`src/rtl/uart8_pkg.sv`:
```
// Shared constants and state encodings for the 8N1 UART transmitter.
package uart8_pkg;

   localparam int unsigned DEFAULT_CLOCK_RATE = 100000000;
   localparam int unsigned DEFAULT_BAUD_RATE  = 9600;
   localparam int unsigned DATA_BITS          = 8;
   localparam int unsigned STOP_BITS          = 1;

   typedef logic [1:0] state_t;

   localparam state_t ST_IDLE  = 2'd0;
   localparam state_t ST_START = 2'd1;
   localparam state_t ST_DATA  = 2'd2;
   localparam state_t ST_STOP  = 2'd3;

endpackage

```
`src/rtl/uart8_baud_tick.sv`:
```
// Baud counter: counts 0..CLKS_PER_BIT-1 and flags the last count as a wrap tick.
module uart8_baud_tick #(
   parameter int unsigned CLKS_PER_BIT = 16
) (
   input  logic clk,
   input  logic rst,
   input  logic clear,
   output logic tick
);

   localparam int unsigned CW = (CLKS_PER_BIT > 2) ? $clog2(CLKS_PER_BIT) : 1;

   logic [CW-1:0] count;

   always_comb tick = (count == CW'(CLKS_PER_BIT - 1));

   always_ff @(posedge clk or posedge rst) begin
      if (rst) begin
         count <= '0;
      end else if (clear || tick) begin
         count <= '0;
      end else begin
         count <= count + CW'(1);
      end
   end

endmodule

```
`src/rtl/uart8_transmitter.sv`:
```
// 8N1 serial transmitter: FSM and shift register, bit timing from uart8_baud_tick.
module uart8_transmitter
   import uart8_pkg::*;
#(
   parameter int unsigned CLOCK_RATE = DEFAULT_CLOCK_RATE,
   parameter int unsigned BAUD_RATE  = DEFAULT_BAUD_RATE
) (
   input  logic       clk,
   input  logic       rst,
   input  logic       en,
   input  logic       start,
   input  logic [7:0] in,
   output logic       out,
   output logic       busy,
   output logic       done
);

   localparam int unsigned CLKS_PER_BIT = CLOCK_RATE / BAUD_RATE;

   generate
      if (CLKS_PER_BIT < 2) begin : g_bad_rate
         $error("uart8_transmitter: CLOCK_RATE/BAUD_RATE must be at least 2");
      end
   endgenerate

   state_t     state;
   logic [7:0] shreg;
   logic [2:0] idx;
   logic       clear;
   logic       tick;

   // Counter held at zero while idle or disabled, so every bit starts at count 0.
   always_comb clear = (state == ST_IDLE) || !en;

   uart8_baud_tick #(
      .CLKS_PER_BIT(CLKS_PER_BIT)
   ) u_baud (
      .clk  (clk),
      .rst  (rst),
      .clear(clear),
      .tick (tick)
   );

   always_ff @(posedge clk or posedge rst) begin
      if (rst) begin
         state <= ST_IDLE;
         out   <= 1'b1;
         busy  <= 1'b0;
         done  <= 1'b0;
         shreg <= '0;
         idx   <= '0;
      end else begin
         done <= 1'b0;
         if (!en) begin
            state <= ST_IDLE;
            out   <= 1'b1;
            busy  <= 1'b0;
            shreg <= '0;
            idx   <= '0;
         end else begin
            case (state)
               ST_IDLE: begin
                  if (start) begin
                     shreg <= in;
                     idx   <= '0;
                     state <= ST_START;
                     out   <= 1'b0;
                     busy  <= 1'b1;
                  end
               end
               ST_START: begin
                  if (tick) begin
                     out   <= shreg[0];
                     shreg <= {1'b0, shreg[7:1]};
                     state <= ST_DATA;
                  end
               end
               ST_DATA: begin
                  if (tick) begin
                     if (idx == 3'(DATA_BITS - 1)) begin
                        state <= ST_STOP;
                        out   <= 1'b1;
                     end else begin
                        out   <= shreg[0];
                        shreg <= {1'b0, shreg[7:1]};
                        idx   <= idx + 3'd1;
                     end
                  end
               end
               ST_STOP: begin
                  if (tick) begin
                     state <= ST_IDLE;
                     busy  <= 1'b0;
                     done  <= 1'b1;
                  end
               end
               default: state <= ST_IDLE;
            endcase
         end
      end
   end

endmodule

```
`config.mk`:
```
export PLATFORM = sky130hd
export DESIGN_NAME = uart8_transmitter
export DESIGN_NICKNAME = d
export VERILOG_FILES = /design/src/rtl/uart8_pkg.sv /design/src/rtl/uart8_baud_tick.sv /design/src/rtl/uart8_transmitter.sv
export SDC_FILE = /design/constraint.sdc
export NUM_CORES = 1
export LEC_CHECK = 0
export CAP_MARGIN = 40
export CORE_MARGIN = 2
export CORE_UTILIZATION = 30
export CTS_CLUSTER_DIAMETER = 200
export DETAILED_ROUTE_END_ITERATION = 10
export HOLD_SLACK_MARGIN = 0.03
export SKIP_LAST_GASP = 1
export SYNTH_ARGS = -nofsm -noshare
export SYNTH_HDL_FRONTEND = slang
export SYNTH_HIERARCHICAL = 1
export SYNTH_SLANG_ARGS = --single-unit
export TNS_END_PERCENT = 10
```
`constraint.sdc`:
```
create_clock -name clk -period 3.62 [get_ports clk]
set_clock_uncertainty 0.1 [all_clocks]
set_input_delay 0.724 -clock clk [delete_from_list [all_inputs] [get_ports clk]]
set_output_delay 0.724 -clock clk [all_outputs]
set_load 0.1 [all_outputs]
```
==> flow_metrics.env <==
export IMPL_status="finished clean"
export IMPL_final_setup_tns_ns=0
export IMPL_regToRegSetupSlack_ns=0.90
export IMPL_ys_seq_area_share_pct=42.7
export IMPL_cts_hold_buf=0
export IMPL_htree_levels=2
export IMPL_synth_area_leaders="dfrtp_1, ha_1, mux2i_1"
export IMPL_power_leakage_nw=0.889
export IMPL_routed_wirelength_um=3210
export IMPL_cts_sinks=30
export IMPL_ff_latch_area_um2=752
export IMPL_synth_seq_cells=30
export IMPL_syn_cell_area_um2=1760
export IMPL_maxSlewViolCount=0
export IMPL_cp_arrival_ns=2.78
export IMPL_globalplace_congestion=0.845
export IMPL_netlist_cell_type_count=40
export IMPL_io_pins=15
export IMPL_dp_cells=257
export IMPL_core_um2=5570
export IMPL_synth_edf_count=0
export IMPL_grt_ovfl_total=0
export IMPL_ctsResizeCount=0
export IMPL_dieArea_um2=6490
export IMPL_cp_cell_sequence="or4b_1 > nor4_2 > o21ba_4 > a211o_1 > a32o_1"
export IMPL_cp_slowest_cell="nor4_2"
export IMPL_syn_instance_count=174
export IMPL_nets=212
export IMPL_endpoint_kind="flip-flop"
export IMPL_ys_warn_count=6
export IMPL_hpwl_um=2310
export IMPL_synth_nets=194
export IMPL_setup_viol=0
export IMPL_worst_setup_path_type="flip-flop to flip-flop"
export IMPL_period_needed_ns=2.72
export IMPL_start_kind="flip-flop"
export IMPL_n_antenna_cell=0
export IMPL_firstDrtPassIters=4
export IMPL_r2r_start="u_baud/count[9]"
export IMPL_antenna_found_initial=0
export IMPL_path_clk_slew_ns=0.07
export IMPL_via_per_inst=4.71
export IMPL_crit_end="shreg[7]"
export IMPL_die_h_um=80.6
export IMPL_grt_usage_pct=11.3
export IMPL_relSlewSlack_pct=59.1
export IMPL_route_detailed_drc=0
export IMPL_critPathRequiredTime_ns=3.68
export IMPL_cts_setup_buffers=0
export IMPL_cts_buffer_depth=2
export IMPL_cts_buffers=5
export IMPL_first_global_vias=1244
export IMPL_irDropWorstVdd_uv=236
export IMPL_multi_input_area_um2=903
export IMPL_synth_ff_type="dfrtp_1"
export IMPL_worstSkewPairLatency_ns=0.27
export IMPL_path_max_fanout=8
export IMPL_grt_first_pass_wirelength_um=5580
export IMPL_initial_core_util_pct=31.6
export IMPL_fp_row_count=27
export IMPL_tightest_slew_ns=0.613
export IMPL_slowest_delay_ns=0.54
export IMPL_max_cap_violations=0
export IMPL_synthArstFlopShare_pct=100
export IMPL_routedWlPerCell_um=12.1
export IMPL_syn2layout_area_growth_pct=17.1
export IMPL_hold_path_class="flip-flop to flip-flop"
export IMPL_rsz0062_at_grt="false"
export IMPL_vias=1247
export IMPL_drtAntennaViolNets=0
export IMPL_reg2reg_depth=5
export IMPL_layout_cells_non_filler=265
export IMPL_cellPowerDensity_nw_per_um2=622
export IMPL_drive_gt1_share_pct=14.5
export IMPL_root_buffer="clkbuf_8"
export IMPL_synth_top_area_share_pct=41.3
export IMPL_startpoint="u_baud/count[9]"
export IMPL_fmax_ghz=0.368
export IMPL_drt_iter0_drc=112
export IMPL_r2r_end="shreg[7]"
export IMPL_synth_top_area_cell="dfrtp_1"
export IMPL_cts_tree="yes"
export IMPL_hold_violations=0
export IMPL_io_buffers=14
export IMPL_postSynthAreaPerCell_um2=10.1
export IMPL_fillCellCount=579
export IMPL_fin_crit_sh_pct=75.1
export IMPL_die_w_um=80.6
export IMPL_grt_max_degree=25
==> cells by family (layout without fill, tap and decap cells) <==
| logic type | after synthesis | after routing | share of synthesized area (%) |
|---|---|---|---|
| simple gates | 74 | 74 | 21.8 |
| flops | 30 | 30 | 42.7 |
| buf+inv | 18 | 37 | 5.90 |
| mux | 17 | 17 | 10.2 |
| compound gates | 15 | 15 | 7.68 |
| xor+xnor | 12 | 12 | 5.97 |
| fa+ha+maj | 8 | 8 | 5.69 |
==> critical path: cells and delay by family (launching register included) <==
family / cells / cell delay [ns]
simple gates: 2 / 1.07
flops: 1 / 0.42
compound gates: 3 / 1.00
==> cell type report <==
type | instances | area share [%]
multi-input combinational | 126 | 43.9
tap | 72 | 4.37
clock buffer | 8 | 4.37
timing repair buffer | 18 | 8.87
sequential | 30 | 36.5
inverter | 11 | 2.00
==> registers in the layout, summed over array words and instances (netlist names) <==
signal and flops:
idx 3, done 1, out 1, busy 1
shreg 8, u_baud/count 14, state 2
==> power by group <==
group          switching, mW  internal [mW]  leakage, nW
registers             0.0421          0.399        0.410
logic                  0.312          0.253        0.434
clock network          0.121          0.155       0.0455
==> how the worst min path moves through the flow <==
stage                         start              end  slack, ns  cells after the start
global placement    u_baud/count[0]  u_baud/count[0]       0.41                      1
global route        u_baud/count[0]  u_baud/count[0]       0.44                      1
floorplan           u_baud/count[0]  u_baud/count[0]       0.37                      1
CTS                 u_baud/count[0]  u_baud/count[0]       0.42                      1
finish              u_baud/count[0]  u_baud/count[0]       0.41                      1
detailed placement  u_baud/count[0]  u_baud/count[0]       0.41                      1
==> metal layers <==
layer | GRT usage, % | wire, µm | vias to the layer above
met4 | 4.07 | 34 | 0
met5 | 0 | 0 | -
met3 | 3.37 | 71 | 2
met1 | 15.5 | 1720 | 602
li1 | - | - | 629
met2 | 16.6 | 1390 | 14
==> metrics by stage <==
stage	utilization, %	total power [mW]	setup slack (ns)	cell area (µm²)	hold slack, ns
after floorplan	-	0.942	1.18	1760	0.372
after global routing	36.9	1.37	0.744	2060	0.441
after CTS	36.9	1.30	0.901	2060	0.415
final	36.9	1.28	0.903	2060	0.409
after global placement	34.8	1.00	1.01	1940	0.406
after detailed placement	35.3	1.02	0.941	1970	0.406
==> cell usage after synthesis, types with 2 or more instances <==
master and instances:
inv_1 11, nor3_1 2, nand2_1 25, xnor2_1 5, ha_1 8, nor2_1 14
mux2i_1 10, xor2_1 7, buf_6 2, nand3_1 7, mux2_2 7, o21ai_0 3
o31ai_1 3, dfrtp_1 29, or4b_1 2, and4_1 2, clkbuf_1 2, nand4_1 4
nand2b_1 3, a21oi_1 2, nor2b_1 4, nor2_2 4
==> layout by cell type, fill, tap and decap left out, drive strengths merged, types with 2 or more instances in the layout <==
| master | n |
|---|---|
| nand3 | 7 |
| nand4 | 4 |
| nand2b | 3 |
| o21ai | 3 |
| clkdlybuf4s50 | 13 |
| mux2 | 7 |
| o31ai | 3 |
| nor2 | 18 |
| clkbuf | 8 |
| mux2i | 10 |
| or4b | 3 |
| a21oi | 2 |
| dfrtp | 29 |
| nor2b | 4 |
| xnor2 | 5 |
| nor3 | 2 |
| and4 | 2 |
| nand2 | 25 |
| ha | 8 |
| xor2 | 7 |
| buf | 5 |
| inv | 11 |
Note: power is estimated with default switching activity, not from simulation.
